==> src/rtl/bcrypt_pkg.sv <==
// Shared definitions for the bcrypt output path: FSM encoding, field widths
// and per-proxy latency extraction from the packed latency vector.
package bcrypt_pkg;

   typedef enum logic [2:0] {
      IDLE,
      READ,
      DRAIN,
      UNLOAD,
      GUARD
   } state_t;

   localparam int LAT_W       = 4;
   localparam int WORD_W      = 16;
   localparam int MAX_PROXIES = 32;

   // Callers zero-extend their packed latency vector to the maximum proxy count.
   function automatic logic [LAT_W-1:0] latency_of(
      input logic [LAT_W*MAX_PROXIES-1:0] packed_lat,
      input int                           idx
   );
      return packed_lat[LAT_W*idx +: LAT_W];
   endfunction

endpackage

==> src/rtl/bcrypt_serial_capture.sv <==
// Serial capture path: delays the read strobe by the selected proxy latency
// and shifts the returned bits MSB-first into the packet buffer.
module bcrypt_serial_capture
   import bcrypt_pkg::*;
#(
   parameter int N_BITS = 64,
   parameter int CNT_W  = 7
) (
   input  logic              CLK,
   input  logic              reset,
   input  logic              clear,
   input  logic              strobe,
   input  logic              din,
   input  logic [LAT_W-1:0]  latency,
   output logic [N_BITS-1:0] buffer,
   output logic [CNT_W-1:0]  count,
   output logic              last_capture
);

   localparam int DL = 2**LAT_W;

   logic [DL-1:0] delay_line;
   logic          tap;

   // Tap k of the line is the strobe delayed by k+1 cycles.
   assign tap          = delay_line[latency - 1'b1];
   assign last_capture = tap && (count == CNT_W'(N_BITS-1));

   always_ff @(posedge CLK) begin
      if (reset) begin
         delay_line <= '0;
      end else begin
         delay_line <= {delay_line[DL-2:0], strobe};
      end
   end

   always_ff @(posedge CLK) begin
      if (reset || clear) begin
         buffer <= '0;
         count  <= '0;
      end else if (tap) begin
         buffer <= {buffer[N_BITS-2:0], din};
         count  <= count + 1'b1;
      end
   end

endmodule

==> src/rtl/bcrypt_output_collector.sv <==
// Round-robin collector of serial bcrypt results into 16-bit output FIFO words.
// Optional trailing even-parity bit and sticky err: BCRYPT_OUTPUT_PARITY_EN.
module bcrypt_output_collector
   import bcrypt_pkg::*;
#(
   parameter int                           NUM_PROXIES = 2,
   parameter logic [LAT_W*NUM_PROXIES-1:0] RD_LATENCY  = {4'd5, 4'd3},
   parameter int                           PKT_BITS    = 64,
   parameter int                           EMPTY_GUARD = 8
) (
   input  logic                   CLK,
   input  logic                   reset,
   input  logic [NUM_PROXIES-1:0] empty,
   input  logic [NUM_PROXIES-1:0] dout,
   output logic [NUM_PROXIES-1:0] rd_en,
   output logic [WORD_W-1:0]      out_dout,
   output logic                   out_wr_en,
   input  logic                   out_full,
   output logic                   busy,
   output logic                   err
);

`ifdef BCRYPT_OUTPUT_PARITY_EN
   localparam int N = PKT_BITS + 1;
`else
   localparam int N = PKT_BITS;
`endif
   localparam int WORDS   = PKT_BITS / WORD_W;
   localparam int CNT_MAX = (N > EMPTY_GUARD) ? N : EMPTY_GUARD;
   localparam int CNT_W   = $clog2(CNT_MAX + 1);
   localparam int PTR_W   = (NUM_PROXIES > 1) ? $clog2(NUM_PROXIES) : 1;
   localparam logic [LAT_W*MAX_PROXIES-1:0] LAT_ALL = (LAT_W*MAX_PROXIES)'(RD_LATENCY);

   state_t             state, state_next;
   logic [PTR_W-1:0]   ptr, sel, hit_idx, rd_target;
   logic               hit;
   logic [CNT_W-1:0]   cnt;
   logic [N-1:0]       buffer;
   logic [CNT_W-1:0]   bit_count;
   logic               last_capture;
   logic [PKT_BITS-1:0] packet;

   assign busy      = (state != IDLE);
   assign packet    = buffer[N-1 -: PKT_BITS];
   assign rd_target = (state == IDLE) ? hit_idx : sel;

   bcrypt_serial_capture #(
      .N_BITS (N),
      .CNT_W  (CNT_W)
   ) u_capture (
      .CLK          (CLK),
      .reset        (reset),
      .clear        ((state == IDLE) && hit),
      .strobe       (|rd_en),
      .din          (dout[sel]),
      .latency      (latency_of(LAT_ALL, int'(sel))),
      .buffer       (buffer),
      .count        (bit_count),
      .last_capture (last_capture)
   );

   // First non-empty proxy at or above ptr, wrapping around.
   always_comb begin
      hit     = 1'b0;
      hit_idx = '0;
      for (int k = 0; k < NUM_PROXIES; k++) begin
         if (!hit && !empty[(int'(ptr) + k) % NUM_PROXIES]) begin
            hit     = 1'b1;
            hit_idx = PTR_W'((int'(ptr) + k) % NUM_PROXIES);
         end
      end
   end

   always_comb begin
      state_next = state;
      out_wr_en  = 1'b0;
      out_dout   = '0;
      unique case (state)
         IDLE:   if (hit) state_next = READ;
         READ:   if (cnt == CNT_W'(N-1)) state_next = DRAIN;
         DRAIN:  if (last_capture || bit_count == CNT_W'(N)) state_next = UNLOAD;
         UNLOAD: begin
            out_dout  = packet[WORD_W*(WORDS-1-int'(cnt)) +: WORD_W];
            out_wr_en = !out_full;
            if (!out_full && cnt == CNT_W'(WORDS-1)) state_next = GUARD;
         end
         GUARD:  if (cnt == CNT_W'(EMPTY_GUARD-1)) state_next = IDLE;
         default: state_next = IDLE;
      endcase
   end

   // cnt restarts on every state change; in UNLOAD it advances only on writes.
   always_ff @(posedge CLK) begin
      if (reset) begin
         state <= IDLE;
         ptr   <= '0;
         sel   <= '0;
         cnt   <= '0;
         rd_en <= '0;
      end else begin
         state <= state_next;
         if (state_next != state) begin
            cnt <= '0;
         end else if (state != UNLOAD || !out_full) begin
            cnt <= cnt + 1'b1;
         end
         if (state == IDLE && hit) begin
            sel <= hit_idx;
         end
         if (state == UNLOAD && state_next == GUARD) begin
            ptr <= (int'(sel) == NUM_PROXIES-1) ? '0 : sel + 1'b1;
         end
         rd_en <= (state_next == READ) ? (NUM_PROXIES'(1) << rd_target) : '0;
      end
   end

`ifdef BCRYPT_OUTPUT_PARITY_EN
   logic parity_bad;

   // Buffer still holds N-1 bits here, so fold in the final incoming bit.
   assign parity_bad = ^{buffer, dout[sel]};

   always_ff @(posedge CLK) begin
      if (reset) begin
         err <= 1'b0;
      end else if (state == DRAIN && last_capture && parity_bad) begin
         err <= 1'b1;
      end
   end
`else
   assign err = 1'b0;
`endif

endmodule

==> config.mk <==
export PLATFORM = sky130hd
export DESIGN_NAME = bcrypt_output_collector
export DESIGN_NICKNAME = d
export VERILOG_FILES = /design/src/rtl/bcrypt_pkg.sv /design/src/rtl/bcrypt_serial_capture.sv /design/src/rtl/bcrypt_output_collector.sv
export SDC_FILE = /design/constraint.sdc
export NUM_CORES = 1
export LEC_CHECK = 0
export ABC_AREA = 1
export CAP_MARGIN = 10
export CORE_ASPECT_RATIO = 0.75
export CORE_MARGIN = 8
export CORE_UTILIZATION = 54
export DETAILED_ROUTE_END_ITERATION = 8
export PLACE_DENSITY_LB_ADDON = 0.12
export SYNTH_ARGS = -nofsm -noshare
export SYNTH_HDL_FRONTEND = slang
export SYNTH_HIERARCHICAL = 1
export SYNTH_SLANG_ARGS = --single-unit
==> constraint.sdc <==
create_clock -name CLK -period 2.15 [get_ports CLK]
set_clock_uncertainty 0.05 [all_clocks]
set_input_delay 0.645 -clock CLK [delete_from_list [all_inputs] [get_ports CLK]]
set_output_delay 0.645 -clock CLK [all_outputs]
set_load 0.01 [all_outputs]
==> results.py, run 1 <==
metrics = {
    "drt": {
        "wl_um": 12400,
        "route.antenna.remaining_nets": 0,
        "first_pass_iters": 5,
        "routed_via_density": 5.10,
        "routedWlPerCell_um": 13.4,
        "drt_iter0_markers": 385,
        "vias": 4698,
        "drc": 0,
    },
    "yosys": {
        "yosysWarnings": 6,
        "synth_top_area_share": 0.393,
        "synthArstFlopShare": 0,
        "synthMostInstantiatedCell": "nor2_1",
        "synth_largest_area_cell": "dfxtp_1",
        "synth_common_cells": "243 x nor2_1, 115 x nand2_1, 101 x dfxtp_1",
        "syn_inst": 750,
        "synth_cell_type_count": 30,
        "syn_area_um2": 5140,
        "avgSynthCellArea_um2": 6.86,
        "synth.area.top_cells": "dfxtp_1 39%, nor2_1 18%, nand3b_1 9.9%, nand2_1 8.4%, o21ai_0 3.4%",
        "synth-edff-count": 0,
        "ys_seq_area_frac": 0.393,
        "synth.ff_latch_count": 101,
        "ys.flop_type": "dfxtp_1",
    },
    "power_and_ir_drop": {
        "peakVddDrop_uv": 430,
        "p_leak_uw": 0.00279,
        "power.density_nw_per_um2": 773,
    },
    "global_route": {
        "antenna_found_initial": 0,
        "first_global_vias": 4446,
        "grt.total_usage": 0.197,
        "grt_first_pass_wirelength_um": 21000,
        "grt_overflow": 0,
        "grt_max_degree": 73,
    },
    "layout": {
        "area_growth_syn_to_layout_pct": 19.5,
        "final_area_um2": 6150,
        "layout-drive-gt1-share": 0.170,
        "instances_no_fill": 921,
        "nets": 800,
        "num_antenna_cells": 0,
    },
    "critical_path": {
        "worstPathArrival_ns": 1.59,
        "required_ns": 1.45,
        "critPathKind": "reg2out",
        "endpoint_kind": "output port",
        "setup.worst_path.start_class": "flop",
        "rrSetupSlack_ns": 0.21,
        "crit_fanout": 8,
    },
    "placement": {
        "gp_congestion": 0.826,
        "numPortBuffers": 26,
        "hpwl_um": 7810,
        "pre_cts_slack_ns": -0.310,
        "placed_cell_area_um2": 5710,
        "place_inst": 901,
    },
    "sta": {
        "worstMarginPinSlew_ns": 2.87,
        "max_freq_mhz": 438,
        "setup_slack_ns": -0.132,
        "setup_viol": 16,
        "slew_viol_final": 73,
        "fin_crit_sh": 1.06,
        "hold_viol": 0,
        "final.min_clock_period_ns": 2.28,
        "rsz0062_at_grt": "true",
        "slew_headroom": -0.920,
        "hold_ws_ns": 0.385,
    },
    "die": {
        "placementRows": 31,
        "start_util": 0.544,
        "dieArea_um2": 12900,
        "die_h_um": 101,
        "die_width_um": 129,
        "ioPinCount": 28,
        "core_area_um2": 9460,
    },
    "status": {
        "violations": "max-slew violations, negative setup slack",
        "status": "finished with violations",
    },
    "cts": {
        "clk_latency_ns": 0.34,
        "clk_path_buf_depth": 2,
        "htreeDepth": 3,
        "numCtsBuffers": 9,
        "cts_tree": "yes",
        "clk_pin_slew_ns": 0.06,
        "cts-root-buf": "clkbuf_16",
        "clock_sinks": 101,
    },
    "min_path": {
        "holdCritPathClass": "reg2reg",
    },
    "flow_run": {
        "max_cap_viol_count": 0,
    },
}
## power by group
part | total [uW] | internal, uW | switching, uW | leakage [uW]
Clock | 1490 | 801 | 693 | 0.000123
Combinational | 1160 | 472 | 688 | 0.00185
Sequential | 2100 | 2000 | 96.1 | 0.000822
Total | 4750 | 3270 | 1480 | 0.00279
## worst max-delay path, cell delays in order, from the launching register on
cell     delay [ns]
dfxtp_2        0.33
inv_2          0.05
ha_4           0.24
nor2_4         0.10
nand2_4        0.09
buf_12         0.16
a21oi_2        0.12
buf_2          0.16
## repair_timing
item | 4_1_cts | 5_1_grt
hold buffers | 0 | 0
pin swaps | 3 | 6
gates cloned | 1 | 1
endpoints found under the setup margin | 18 | 27
setup buffers | 4 | 1
resized for setup | 104 | 25
## cells in the final DEF (no fill, tap or decap), types with 2 or more instances in the layout
master,Yosys,routed
xnor2_1,3,3
nand2_2,5,5
xor2_1,10,10
buf_12,0,9
nand3_1,24,24
nor3_4,0,2
nor2_2,8,8
o21ai_0,35,16
nand2_4,3,4
a21oi_2,1,14
nor3_1,3,3
nand2_1,115,114
clkbuf_16,0,10
dfxtp_1,101,98
o21ai_1,3,19
nand3b_1,68,68
a21oi_1,19,3
nor2_1,243,241
dfxtp_2,0,3
buf_2,17,14
buf_4,2,30
o21ai_2,0,3
clkinvlp_4,0,2
buf_6,8,4
clkdlybuf4s50_1,0,8
inv_1,41,37
a21oi_4,0,3
inv_2,4,7
nand3_2,2,2
nor2_4,2,4
inv_4,2,3
ha_4,0,2
ha_1,6,4
conb_1,2,4
## routing by layer
layer  routed length, um  vias up  share of wire  GRT usage
met4                 149        0          0.012     0.0558
li1                    -     2407              -          -
met5                   0        -              0          0
met3                 537       11          0.043     0.0439
met2                5710       93           0.46      0.312
met1                5980     2187           0.48      0.264
## sequential cells by signal, summed over array words and instances, names as in the netlist
signal and flops:
u_capture/buffer 64, u_capture/delay_line 16, cnt 7, u_capture/count 7, state 3, rd_en 2
ptr 1, sel 1
## final timing paths
kind / depth (start not counted) / from / to
max: 7 / cnt[2] / out_dout[1]
min: 2 / u_capture/delay_line[9] / u_capture/delay_line[10]
max reg2reg: 15 / sel / cnt[1]
min reg2reg: 2 / u_capture/delay_line[9] / u_capture/delay_line[10]
## metrics by stage
step	setup TNS [ns]	total power [uW]	utilization
final	-1.63	4750	0.650
after global routing	-2.68	5020	0.650
after CTS	-2.08	4710	0.642
after detailed placement	-4.26	3180	0.603
after global placement	-3.62	3160	0.603
after floorplan	0	2960	-
## cell type report
type | count | area, um2
fillers | 853 | 3320
multi-input cells | 560 | 2850
flip-flops and latches | 101 | 2030
repair buffers | 68 | 662
clock buffers | 10 | 239
inverters | 47 | 184
well taps | 132 | 165
clock inverters | 3 | 23.8
## cells by family after synthesis
logic type | after synthesis | synth area share
buf+inv | 91 | 0.0846
fa+ha+maj | 6 | 0.0146
flops | 101 | 0.393
xor+xnor | 13 | 0.0221
compound gates | 59 | 0.0586
other cells | 2 | 0.00146
simple gates | 478 | 0.426
Power figures use the tool's default switching activity.
==> inputs of run 2 (changes only) <==
GPL_ROUTABILITY_DRIVEN = 0   (was unset)
RECOVER_POWER = 100   (was unset)
==> run 2 against run 1 <==
The flow still finishes with violations (max-slew violations, negative setup slack). Routed wire length shrank 0.27%. Combinational power is essentially flat. Via count shrank 0.28%. Global-route usage is the same. Critical path depth is the same. Power shrank 0.46%. Non-clock buffer count is the same. Design area shrank 0.55%. Sequential power is essentially flat.
==> results.py, run 2 (same netlist as run 1, synthesis figures left out) <==
metrics = {
    "die": {
        "dieArea_um2": 12900,
        "core_area_um2": 9460,
        "die_h_um": 101,
        "start_util": 0.544,
        "die_width_um": 129,
        "placementRows": 31,
        "ioPinCount": 28,
    },
    "status": {
        "status": "finished with violations",
        "violations": "max-slew violations, negative setup slack",
    },
    "cts": {
        "clock_sinks": 101,
        "numCtsBuffers": 9,
        "clk_pin_slew_ns": 0.06,
        "clk_path_buf_depth": 2,
        "cts-root-buf": "clkbuf_16",
        "cts_tree": "yes",
        "clk_latency_ns": 0.35,
        "htreeDepth": 3,
    },
    "layout": {
        "nets": 800,
        "num_antenna_cells": 0,
        "largest_reg_flops": 64,
        "layout-drive-gt1-share": 0.163,
        "fillCellCount": 859,
        "largestRegisters": "u_capture/buffer x64, u_capture/delay_line x16",
        "top_register": "u_capture/buffer",
        "final_cell_mix": "242 x nor2_1, 115 x nand2_1, 98 x dfxtp_1",
        "utilization": 0.646,
        "final_common_cell": "nor2_1",
        "area_growth_syn_to_layout_pct": 18.8,
    },
    "drt": {
        "routed_via_density": 5.09,
        "first_pass_iters": 7,
        "drc": 0,
        "wl_um": 12300,
        "drt_iter0_markers": 403,
        "route.antenna.remaining_nets": 0,
        "vias": 4685,
        "routedWlPerCell_um": 13.4,
    },
    "critical_path": {
        "critPathKind": "reg2out",
        "worst-r2r-cell-count": 9,
        "worstPathArrival_ns": 1.58,
        "reg2reg_to": "u_capture/buffer[42]",
        "cpPeakStageDelay_ns": 0.33,
        "rr_startpoint": "sel",
        "cp_cell_sequence": "inv_2, ha_4, nor2_4, nand2_4, buf_12, a21oi_2, buf_2",
        "setup.worst_path.start_class": "flop",
        "cp_slowest_cell": "dfxtp_2",
        "endpoint_kind": "output port",
        "required_ns": 1.45,
        "crit_fanout": 8,
        "rrSetupSlack_ns": 0.11,
    },
    "power_and_ir_drop": {
        "p_leak_uw": 0.00279,
        "power.density_nw_per_um2": 774,
        "peakVddDrop_uv": 432,
    },
    "sta": {
        "setup_viol": 16,
        "fin_crit_sh": 1.06,
        "hold_ws_ns": 0.385,
        "final.min_clock_period_ns": 2.27,
        "slew_headroom": -0.912,
        "slew_viol_final": 73,
        "setup_slack_ns": -0.123,
        "hold_viol": 0,
        "max_freq_mhz": 440,
        "rsz0062_at_grt": "true",
        "worstMarginPinSlew_ns": 2.86,
    },
    "min_path": {
        "hold_depth": 2,
        "holdPathEnd": "u_capture/delay_line[10]",
        "worstHoldStart": "u_capture/delay_line[9]",
        "holdCritPathClass": "reg2reg",
    },
    "global_route": {
        "grt_overflow": 0,
        "grt_first_pass_wirelength_um": 21000,
        "grt.total_usage": 0.197,
        "grt_max_degree": 73,
        "first_global_vias": 4446,
        "antenna_found_initial": 0,
    },
    "placement": {
        "hpwl_um": 7810,
        "pre_cts_slack_ns": -0.310,
        "numPortBuffers": 26,
    },
    "flow_run": {
        "max_cap_viol_count": 0,
    },
}
[run 2: report_power, final]
| group | internal, uW | switching, uW | total, uW |
|---|---|---|---|
| Combinational | 458 | 681 | 1140 |
| Sequential | 2000 | 95.9 | 2100 |
| Clock | 801 | 693 | 1490 |
[run 2: final cells by class]
type / count / area (um2) / share of cell area
tap: 132 / 165 / 0.0270
timing repair buffer: 68 / 642 / 0.105
inverter: 47 / 184 / 0.0301
sequential: 101 / 2030 / 0.331
multi-input combinational: 560 / 2840 / 0.464
clock inverter: 3 / 23.8 / 0.00389
clock buffer: 10 / 239 / 0.0391
[run 2: critical path: cells and delay by family (launching register included)]
kind            cells  cell delay [ns]
buf+inv             3             0.36
flops               1             0.33
fa+ha+maj           1             0.24
simple gates        2             0.19
compound gates      1             0.11
[run 2: worst max-delay path by stage]
| stage | from | endpoint | slack (ns) | cells after the start |
|---|---|---|---|---|
| after global routing | cnt[2] | out_dout[1] | -0.18 | 7 |
| after floorplan | sel | cnt[5] | 0.02 | 17 |
| after detailed placement | cnt[2] | out_dout[0] | -0.31 | 7 |
| after global placement | out_full | out_wr_en | -0.31 | 3 |
| final | cnt[2] | out_dout[1] | -0.12 | 7 |
| after CTS | cnt[3] | out_dout[1] | -0.14 | 7 |
[run 2: through the flow]
step / TNS (ns) / power [uW] / std cells / area, um2
floorplan: 0 / 2960 / 752 / 5170
global placement: -3.62 / 3160 / 901 / 5710
detailed placement: -4.26 / 3180 / 901 / 5710
CTS: -2.08 / 4710 / 919 / 6070
global route: -5.00 / 5010 / 921 / 6110
finish: -1.56 / 4730 / 921 / 6110
[run 2: what timing repair did]
action,CTS,global route
pin swaps,3,6
setup endpoints to repair,18,27
setup buffers,4,1
hold buffers,0,0
resized for setup,104,25
gates cloned,1,1
[run 2: metal layers]
| metal | global-route usage | up-vias | part of all wire |
|---|---|---|---|
| met5 | 0 | - | 0 |
| met4 | 0.0558 | 0 | 0.012 |
| met3 | 0.0439 | 11 | 0.042 |
| met2 | 0.312 | 88 | 0.46 |
| met1 | 0.264 | 2180 | 0.48 |
| li1 | - | 2406 | - |
